--- src/rtl/jtag_selftest_pkg.sv ---
// Shared state encoding and pattern-phase constants for the Bus Blaster
// loopback self-test sequencer.
package jtag_selftest_pkg;

  typedef enum logic [1:0] {
    IDLE,
    DRIVE,
    SAMPLE,
    DONE
  } state_e;

  // Step index width covers the largest legal run (16 pairs -> 34 steps).
  localparam int STEP_W   = 6;
  localparam int PH_ONES  = 1;
  localparam int PH_WALK1 = 2;

  function automatic int nsteps(input int n);
    return 2 * n + 2;
  endfunction

endpackage

--- src/rtl/jtag_selftest_if.sv ---
// Firmware-side control/status and loopback pins of the self-test sequencer.
interface jtag_selftest_if #(
  parameter int N_PAIRS = 8
);
  logic               start;
  logic               abort;
  logic [N_PAIRS-1:0] sense;
  logic [N_PAIRS-1:0] drive;
  logic               drive_oe;
  logic               busy;
  logic               done;
  logic               pass;
  logic [N_PAIRS-1:0] fail_mask;
  logic [7:0]         err_cnt;
  logic               led;

  modport master (
    output start, abort, sense,
    input  drive, drive_oe, busy, done, pass, fail_mask, err_cnt, led
  );

  modport slave (
    input  start, abort, sense,
    output drive, drive_oe, busy, done, pass, fail_mask, err_cnt, led
  );
endinterface

--- src/rtl/jtag_selftest_patgen.sv ---
// Maps a self-test step index to its loopback pattern: zeros, ones,
// walking one, then walking zero.
module jtag_selftest_patgen
  import jtag_selftest_pkg::*;
#(
  parameter int N_PAIRS = 8
) (
  input  logic [STEP_W-1:0]  step_i,
  output logic [N_PAIRS-1:0] pattern_o
);

  localparam logic [STEP_W-1:0]  ONES_STEP = STEP_W'(PH_ONES);
  localparam logic [STEP_W-1:0]  W1_BASE   = STEP_W'(PH_WALK1);
  localparam logic [STEP_W-1:0]  W0_BASE   = STEP_W'(PH_WALK1 + N_PAIRS);
  localparam logic [STEP_W-1:0]  END_STEP  = STEP_W'(nsteps(N_PAIRS));
  localparam logic [N_PAIRS-1:0] ONE_HOT   = N_PAIRS'(1);

  always_comb begin
    pattern_o = '0;
    if (step_i == ONES_STEP) begin
      pattern_o = '1;
    end else if (step_i >= W1_BASE && step_i < W0_BASE) begin
      pattern_o = ONE_HOT << (step_i - W1_BASE);
    end else if (step_i >= W0_BASE && step_i < END_STEP) begin
      pattern_o = ~(ONE_HOT << (step_i - W0_BASE));
    end
  end

endmodule

--- src/rtl/jtag_selftest_seq.sv ---
// Loopback self-test sequencer: drives each pattern, samples the synchronised
// sense pins, accumulates a fail mask / error count and shows status on the LED.
module jtag_selftest_seq
  import jtag_selftest_pkg::*;
#(
  parameter int          N_PAIRS       = 8,
  parameter int          SETTLE_CYCLES = 4,
  parameter logic [23:0] BLINK_DIV     = 24'd6000000
) (
  input  logic           clk,
  input  logic           rst_n,
  jtag_selftest_if.slave bus
);

  localparam int                  NSTEPS      = nsteps(N_PAIRS);
  localparam logic [STEP_W-1:0]   LAST_STEP   = STEP_W'(NSTEPS - 1);
  localparam int                  SETTLE_W    = $clog2(SETTLE_CYCLES + 1);
  localparam logic [SETTLE_W-1:0] SETTLE_LAST = SETTLE_W'(SETTLE_CYCLES - 1);
  localparam logic [23:0]         BLINK_LAST  = BLINK_DIV - 24'd1;

  state_e              state_q, state_d;
  logic [STEP_W-1:0]   step_q, step_d;
  logic [SETTLE_W-1:0] settle_q, settle_d;
  logic [23:0]         blinkCnt_q, blinkCnt_d;
  logic                blink_q, blink_d;
  logic [N_PAIRS-1:0]  senseMeta_q, senseSync_q;
  logic [N_PAIRS-1:0]  failMask_q, failMask_d;
  logic [7:0]          errCnt_q, errCnt_d;
  logic [N_PAIRS-1:0]  pattern;
  logic [N_PAIRS-1:0]  mism;
  logic                active;
  logic                isDone;

  jtag_selftest_patgen #(
    .N_PAIRS (N_PAIRS)
  ) u_patgen (
    .step_i    (step_q),
    .pattern_o (pattern)
  );

  assign mism = senseSync_q ^ pattern;

  always_comb begin
    state_d    = state_q;
    step_d     = step_q;
    settle_d   = settle_q;
    failMask_d = failMask_q;
    errCnt_d   = errCnt_q;
    blinkCnt_d = blinkCnt_q;
    blink_d    = blink_q;

    case (state_q)
      IDLE, DONE: begin
        if (state_q == DONE) begin
          if (blinkCnt_q == BLINK_LAST) begin
            blinkCnt_d = '0;
            blink_d    = ~blink_q;
          end else begin
            blinkCnt_d = blinkCnt_q + 24'd1;
          end
        end
        if (bus.start) begin
          state_d    = DRIVE;
          step_d     = '0;
          settle_d   = '0;
          failMask_d = '0;
          errCnt_d   = '0;
        end
      end
      DRIVE: begin
        if (settle_q == SETTLE_LAST) begin
          settle_d = '0;
          state_d  = SAMPLE;
        end else begin
          settle_d = settle_q + SETTLE_W'(1);
        end
      end
      SAMPLE: begin
        failMask_d = failMask_q | mism;
        if (mism != '0 && errCnt_q != 8'hFF) begin
          errCnt_d = errCnt_q + 8'd1;
        end
        if (step_q == LAST_STEP) begin
          state_d    = DONE;
          blinkCnt_d = '0;
          blink_d    = 1'b1;
        end else begin
          step_d  = step_q + STEP_W'(1);
          state_d = DRIVE;
        end
      end
      default: state_d = IDLE;
    endcase

    // Abort overrides every transition above, including a same-cycle START.
    if (bus.abort) begin
      state_d    = IDLE;
      step_d     = '0;
      settle_d   = '0;
      failMask_d = '0;
      errCnt_d   = '0;
    end
  end

  always_ff @(posedge clk or negedge rst_n) begin
    if (!rst_n) begin
      state_q     <= IDLE;
      step_q      <= '0;
      settle_q    <= '0;
      blinkCnt_q  <= '0;
      blink_q     <= 1'b0;
      senseMeta_q <= '0;
      senseSync_q <= '0;
      failMask_q  <= '0;
      errCnt_q    <= '0;
    end else begin
      state_q     <= state_d;
      step_q      <= step_d;
      settle_q    <= settle_d;
      blinkCnt_q  <= blinkCnt_d;
      blink_q     <= blink_d;
      senseMeta_q <= bus.sense;
      senseSync_q <= senseMeta_q;
      failMask_q  <= failMask_d;
      errCnt_q    <= errCnt_d;
    end
  end

  // Outputs decode straight from state so reset clears the pins without a clock.
  assign active        = (state_q == DRIVE) || (state_q == SAMPLE);
  assign isDone        = (state_q == DONE);
  assign bus.drive     = active ? pattern : '0;
  assign bus.drive_oe  = active;
  assign bus.busy      = active;
  assign bus.done      = isDone;
  assign bus.pass      = isDone && (failMask_q == '0);
  assign bus.fail_mask = failMask_q;
  assign bus.err_cnt   = errCnt_q;
  assign bus.led       = active || (isDone && ((failMask_q == '0) || blink_q));

endmodule

--- src/flat_wrapper.sv ---
// flat-port wrapper written by rule: the top's interface ports become plain ports
module jtag_selftest_seq_flat import jtag_selftest_pkg::*;
#(
  parameter int          N_PAIRS       = 8,
  parameter int          SETTLE_CYCLES = 4,
  parameter logic [23:0] BLINK_DIV     = 24'd6000000
)
  (clk, rst_n, bus_start, bus_abort, bus_sense, bus_drive, bus_drive_oe, bus_busy, bus_done, bus_pass, bus_fail_mask, bus_err_cnt, bus_led);
  jtag_selftest_if #(.N_PAIRS(N_PAIRS)) bus_i ();
  input  logic clk;
  input  logic rst_n;
  input wire logic [$bits(bus_i.start)-1:0] bus_start;
  input wire logic [$bits(bus_i.abort)-1:0] bus_abort;
  input wire logic [$bits(bus_i.sense)-1:0] bus_sense;
  output wire logic [$bits(bus_i.drive)-1:0] bus_drive;
  output wire logic [$bits(bus_i.drive_oe)-1:0] bus_drive_oe;
  output wire logic [$bits(bus_i.busy)-1:0] bus_busy;
  output wire logic [$bits(bus_i.done)-1:0] bus_done;
  output wire logic [$bits(bus_i.pass)-1:0] bus_pass;
  output wire logic [$bits(bus_i.fail_mask)-1:0] bus_fail_mask;
  output wire logic [$bits(bus_i.err_cnt)-1:0] bus_err_cnt;
  output wire logic [$bits(bus_i.led)-1:0] bus_led;
  assign bus_i.start = bus_start;
  assign bus_i.abort = bus_abort;
  assign bus_i.sense = bus_sense;
  assign bus_drive = bus_i.drive;
  assign bus_drive_oe = bus_i.drive_oe;
  assign bus_busy = bus_i.busy;
  assign bus_done = bus_i.done;
  assign bus_pass = bus_i.pass;
  assign bus_fail_mask = bus_i.fail_mask;
  assign bus_err_cnt = bus_i.err_cnt;
  assign bus_led = bus_i.led;
  jtag_selftest_seq #(.N_PAIRS(N_PAIRS), .SETTLE_CYCLES(SETTLE_CYCLES), .BLINK_DIV(BLINK_DIV)) u_core (.clk(clk), .rst_n(rst_n), .bus(bus_i));
endmodule
--- config.mk ---
export PLATFORM = sky130hd
export DESIGN_NAME = jtag_selftest_seq_flat
export DESIGN_NICKNAME = d
export VERILOG_FILES = /design/src/rtl/jtag_selftest_pkg.sv /design/src/rtl/jtag_selftest_if.sv /design/src/rtl/jtag_selftest_patgen.sv /design/src/rtl/jtag_selftest_seq.sv /design/src/flat_wrapper.sv
export SDC_FILE = /design/constraint.sdc
export NUM_CORES = 1
export LEC_CHECK = 0
export CORE_UTILIZATION = 55
export DETAILED_ROUTE_END_ITERATION = 10
export GPL_ROUTABILITY_DRIVEN = 0
export PLACE_DENSITY = 0.78
export REMOVE_ABC_BUFFERS = 1
export SLEW_MARGIN = 20
export SYNTH_ARGS = -nofsm -noshare
export SYNTH_HDL_FRONTEND = slang
export SYNTH_SLANG_ARGS = --single-unit
--- constraint.sdc ---
create_clock -name clk -period 9.6 [get_ports clk]
set_clock_uncertainty 0.15 [all_clocks]
set_input_delay 0.96 -clock clk [delete_from_list [all_inputs] [get_ports clk]]
set_output_delay 0.96 -clock clk [all_outputs]
set_load 0.05 [all_outputs]
==> summary.md <==
| Metric | Value |
|---|---|
| Status | `completed` |
| Setup Buffers After CTS | `0` |
| Simple-Gate Fraction of Synth Area | `0.2354` |
| Final nets | `506` |
| Final Critical Period | `4.910 ns` |
| Initial antenna violation count | `0` |
| Die area | `7613 um^2` |
| Setup tns final | `0 ns` |
| Slew @ Worst Pin | `0.8457 ns` |
| Final core occ | `0.6679` |
| Quantity of gates resized following cts | `0` |
| Drt drc | `0` |
| Starting Density | `0.5788` |
| Avg Vias per Cell | `6.182` |
| Most frequent cell after synthesis | `dfrtp_1` |
| Port-buffer cells | `40` |
| Post-synthesis compound-gate area fraction | `0.2326` |
| # hold bufs at CTS | `0` |
| Cell taking the most area after synthesis | `dfrtp_1` |
| F_max | `203.6 MHz` |
| Wire length per cell after detailed routing | `15.88 um` |
| Drt first pass iters | `6` |
| Synthesized area | `3998 um^2` |
| Clock tree from TritonCTS | `built` |
| Reg2reg start | `u_core.step_q[1]` |
| Placed Area | `4434 um^2` |
| Reg2reg setup slack | `5.74 ns` |
| Final setup viols | `0` |
| Hold path endpoint | `u_core.senseSync_q[4]` |
| I/O pins | `41` |
| Post-synth top cells | `dfrtp_1, nor2_1, nand2_1` |
| Clock sinks | `68` |
| R2R Path End | `u_core.bus.err_cnt[6]` |
| Asr flop ratio synth | `1.000` |
| Synth top area cells | `dfrtp_1, nor2_1, ha_1` |
| Sequential element share of the synthesized area | `0.4257` |
| # rows | `30` |
| Pwr dens | `185.0 nW/um^2` |
| Number of synthesized flops with an enable pin | `0` |
| Crit path capture type | `primary output` |
| Drt total wl | `9.240 mm` |
| CTS Buf Count | `9` |
| Crit share post-route | `0.5115` |
| Crit path kind | `reg2out` |
| Final Max Tran Viols | `0` |
| Worst Reg-to-Reg Cells | `10` |
| Layout area overhead | `15.40%` |
| Worst skew pair latency | `0.35 ns` |
| Final antenna-violating net count | `0` |
| Global-route wire length before repair | `15.00 mm` |
| Worst Hold Launch | `u_core.senseMeta_q[4]` |
| Die W | `87.26 um` |
| Finished Cell Area | `4613 um^2` |
| Cell count after synthesis | `447` |
| Peak supply drop | `119.5 uV` |
| Vias in the first global route | `3201` |
| Critical path startpoint category | `register` |
| Hold Crit Class | `reg2reg` |
| Ys Warns | `0` |
| Clock buffer depth | `2` |
| Clock Pin Slew Worst Setup and Hold Paths | `0.07 ns` |
| Adder-Cell Fraction of Synth Area | `0.04069` |
| Clock Root Buffer | `clkbuf_8` |
| P_leak | `1.876 nW` |
| Worst Path Max Fanout | `19` |
| Largest family of logic cells by synthesized area | `simple AND/OR/NAND/NOR gates` |
| Syn Area/Cell | `8.943 um^2` |
| Mux contribution to synthesized area | `0.002504` |
| Hold-critical path depth | `0` |
| Share of cells above drive strength 1 | `0.07407` |
| Die H | `87.26 um` |
| Global Route Usage Sum | `0.2559` |
| Pin count of the biggest net entering global routing | `69` |
| Synthesized flop and latch total | `68` |
| Antenna Cells | `0` |
| Post-synth top area share | `0.4257` |
| Total grt overflow | `0` |
| Worst path arrival time | `3.80 ns` |
| Post-synthesis cell type count | `65` |
| HPWL after detailed placement | `6.398 mm` |
| Total of max-cap violations | `0` |
| RSZ-0062 raised after global routing | `no` |
| DR vias | `3598` |
| Core area | `6907 um^2` |
| Iter 0 DRT Violations | `317` |
| Max-slew headroom | `0.4362` |
| Main flop type after synthesis | `dfrtp_1` |
| CTS H-tree lvls | `3` |
| # fillers | `575` |
| Final hold vios | `0` |
| Post-synthesis xor/xnor area fraction | `0.02848` |
| WP data required | `8.49 ns` |
layout make-up:
cell class	count	area [um^2]	share of cell area
Inverter	14	52.55	0.01139
Clock inverter	6	38.79	0.008408
Sequential cell	68	1702	0.3689
Timing Repair Buffer	41	402.9	0.08733
Multi-Input combinational cell	347	2160	0.4681
Tap cell	96	120.1	0.02604
Clock buffer	10	137.6	0.02983
worst max-delay path by stage:
stage                               to  cells after the start        startpoint
final                     bus_drive[7]                      7  u_core.step_q[1]
after global routing      bus_drive[3]                      8  u_core.step_q[1]
after CTS                 bus_drive[7]                      7  u_core.step_q[1]
after detailed placement  bus_drive[7]                      7  u_core.step_q[1]
after global placement    bus_drive[7]                      7  u_core.step_q[1]
after floorplan           bus_drive[7]                      6  u_core.step_q[1]
placed cells by master (no fill, tap or decap), drive strengths merged, types with 3 or more instances in the layout:
cell type      instances
dfrtp                 68
nor2                  54
nand2                 41
clkdlybuf4s50         39
o21ai                 32
a21oi                 24
nand3                 21
a31oi                 19
inv                   14
nor3                  14
ha                    13
clkbuf                10
nand4                 10
and3                   9
xor2                   8
o211ai                 7
nand2b                 7
or3                    7
a22oi                  6
nor2b                  5
o41ai                  5
a211o                  5
xnor2                  5
or2                    5
and2                   4
nor4                   4
o21a                   4
clkinv                 4
o22a                   3
a2111oi                3
metal layers:
metal	global-route usage	part of all wire	routed length, um
met2	0.3693	0.44	4085
met3	0.05972	0.068	625
met1	0.3648	0.47	4357
met4	0.1177	0.019	172
met5	0	0	0
through the flow:
| step | total power [mW] | std cells | setup WS, ns | hold WS (ns) |
|---|---|---|---|---|
| 2_1_floorplan | 0.5463 | 429 | 5.844 | 0.1812 |
| 3_3_place_gp | 0.6370 | 566 | 5.351 | 0.1820 |
| 3_5_place_dp | 0.6430 | 566 | 5.179 | 0.1887 |
| 4_1_cts | 0.8566 | 582 | 4.802 | 0.2058 |
| 5_1_grt | 0.9048 | 582 | 4.502 | 0.2093 |
| 6_report | 0.8537 | 582 | 4.690 | 0.2031 |
registers in the layout, indices dropped and copies added, names as in the netlist:
name,count
u_core.blinkCnt_q,24
u_core.step_q,6
u_core.bus.fail_mask,8
u_core.senseMeta_q,8
u_core.blink_q,1
u_core.state_q,2
u_core.settle_q,3
u_core.senseSync_q,8
u_core.bus.err_cnt,8
critical path, stage by stage (launching register included):
cell and delay, ns:
dfrtp_1 0.74, inv_1 0.24, ha_1 0.40, or2_2 0.35
o41ai_1 0.60, a21oi_1 0.11, nor2_1 0.18, clkdlybuf4s50_1 0.83
cells by family (layout without fill, tap and decap cells):
logic type               after synthesis  in the layout
AO/OA/AOI/OAI                        133            133
XOR/XNOR                              13             13
buffers and inverters                 32             71
multiplexers                           1              1
flip-flops                            68             68
adder cells (fa/ha/maj)               13             13
AND/OR/NAND/NOR                      187            187
report_power, final:
part	leakage [nW]	internal, mW	switching, mW
clock network	0.0885	0.100	0.112
registers	0.895	0.315	0.0283
logic	0.893	0.0933	0.205
total	1.88	0.509	0.345
(Power assumes the default switching activity.)
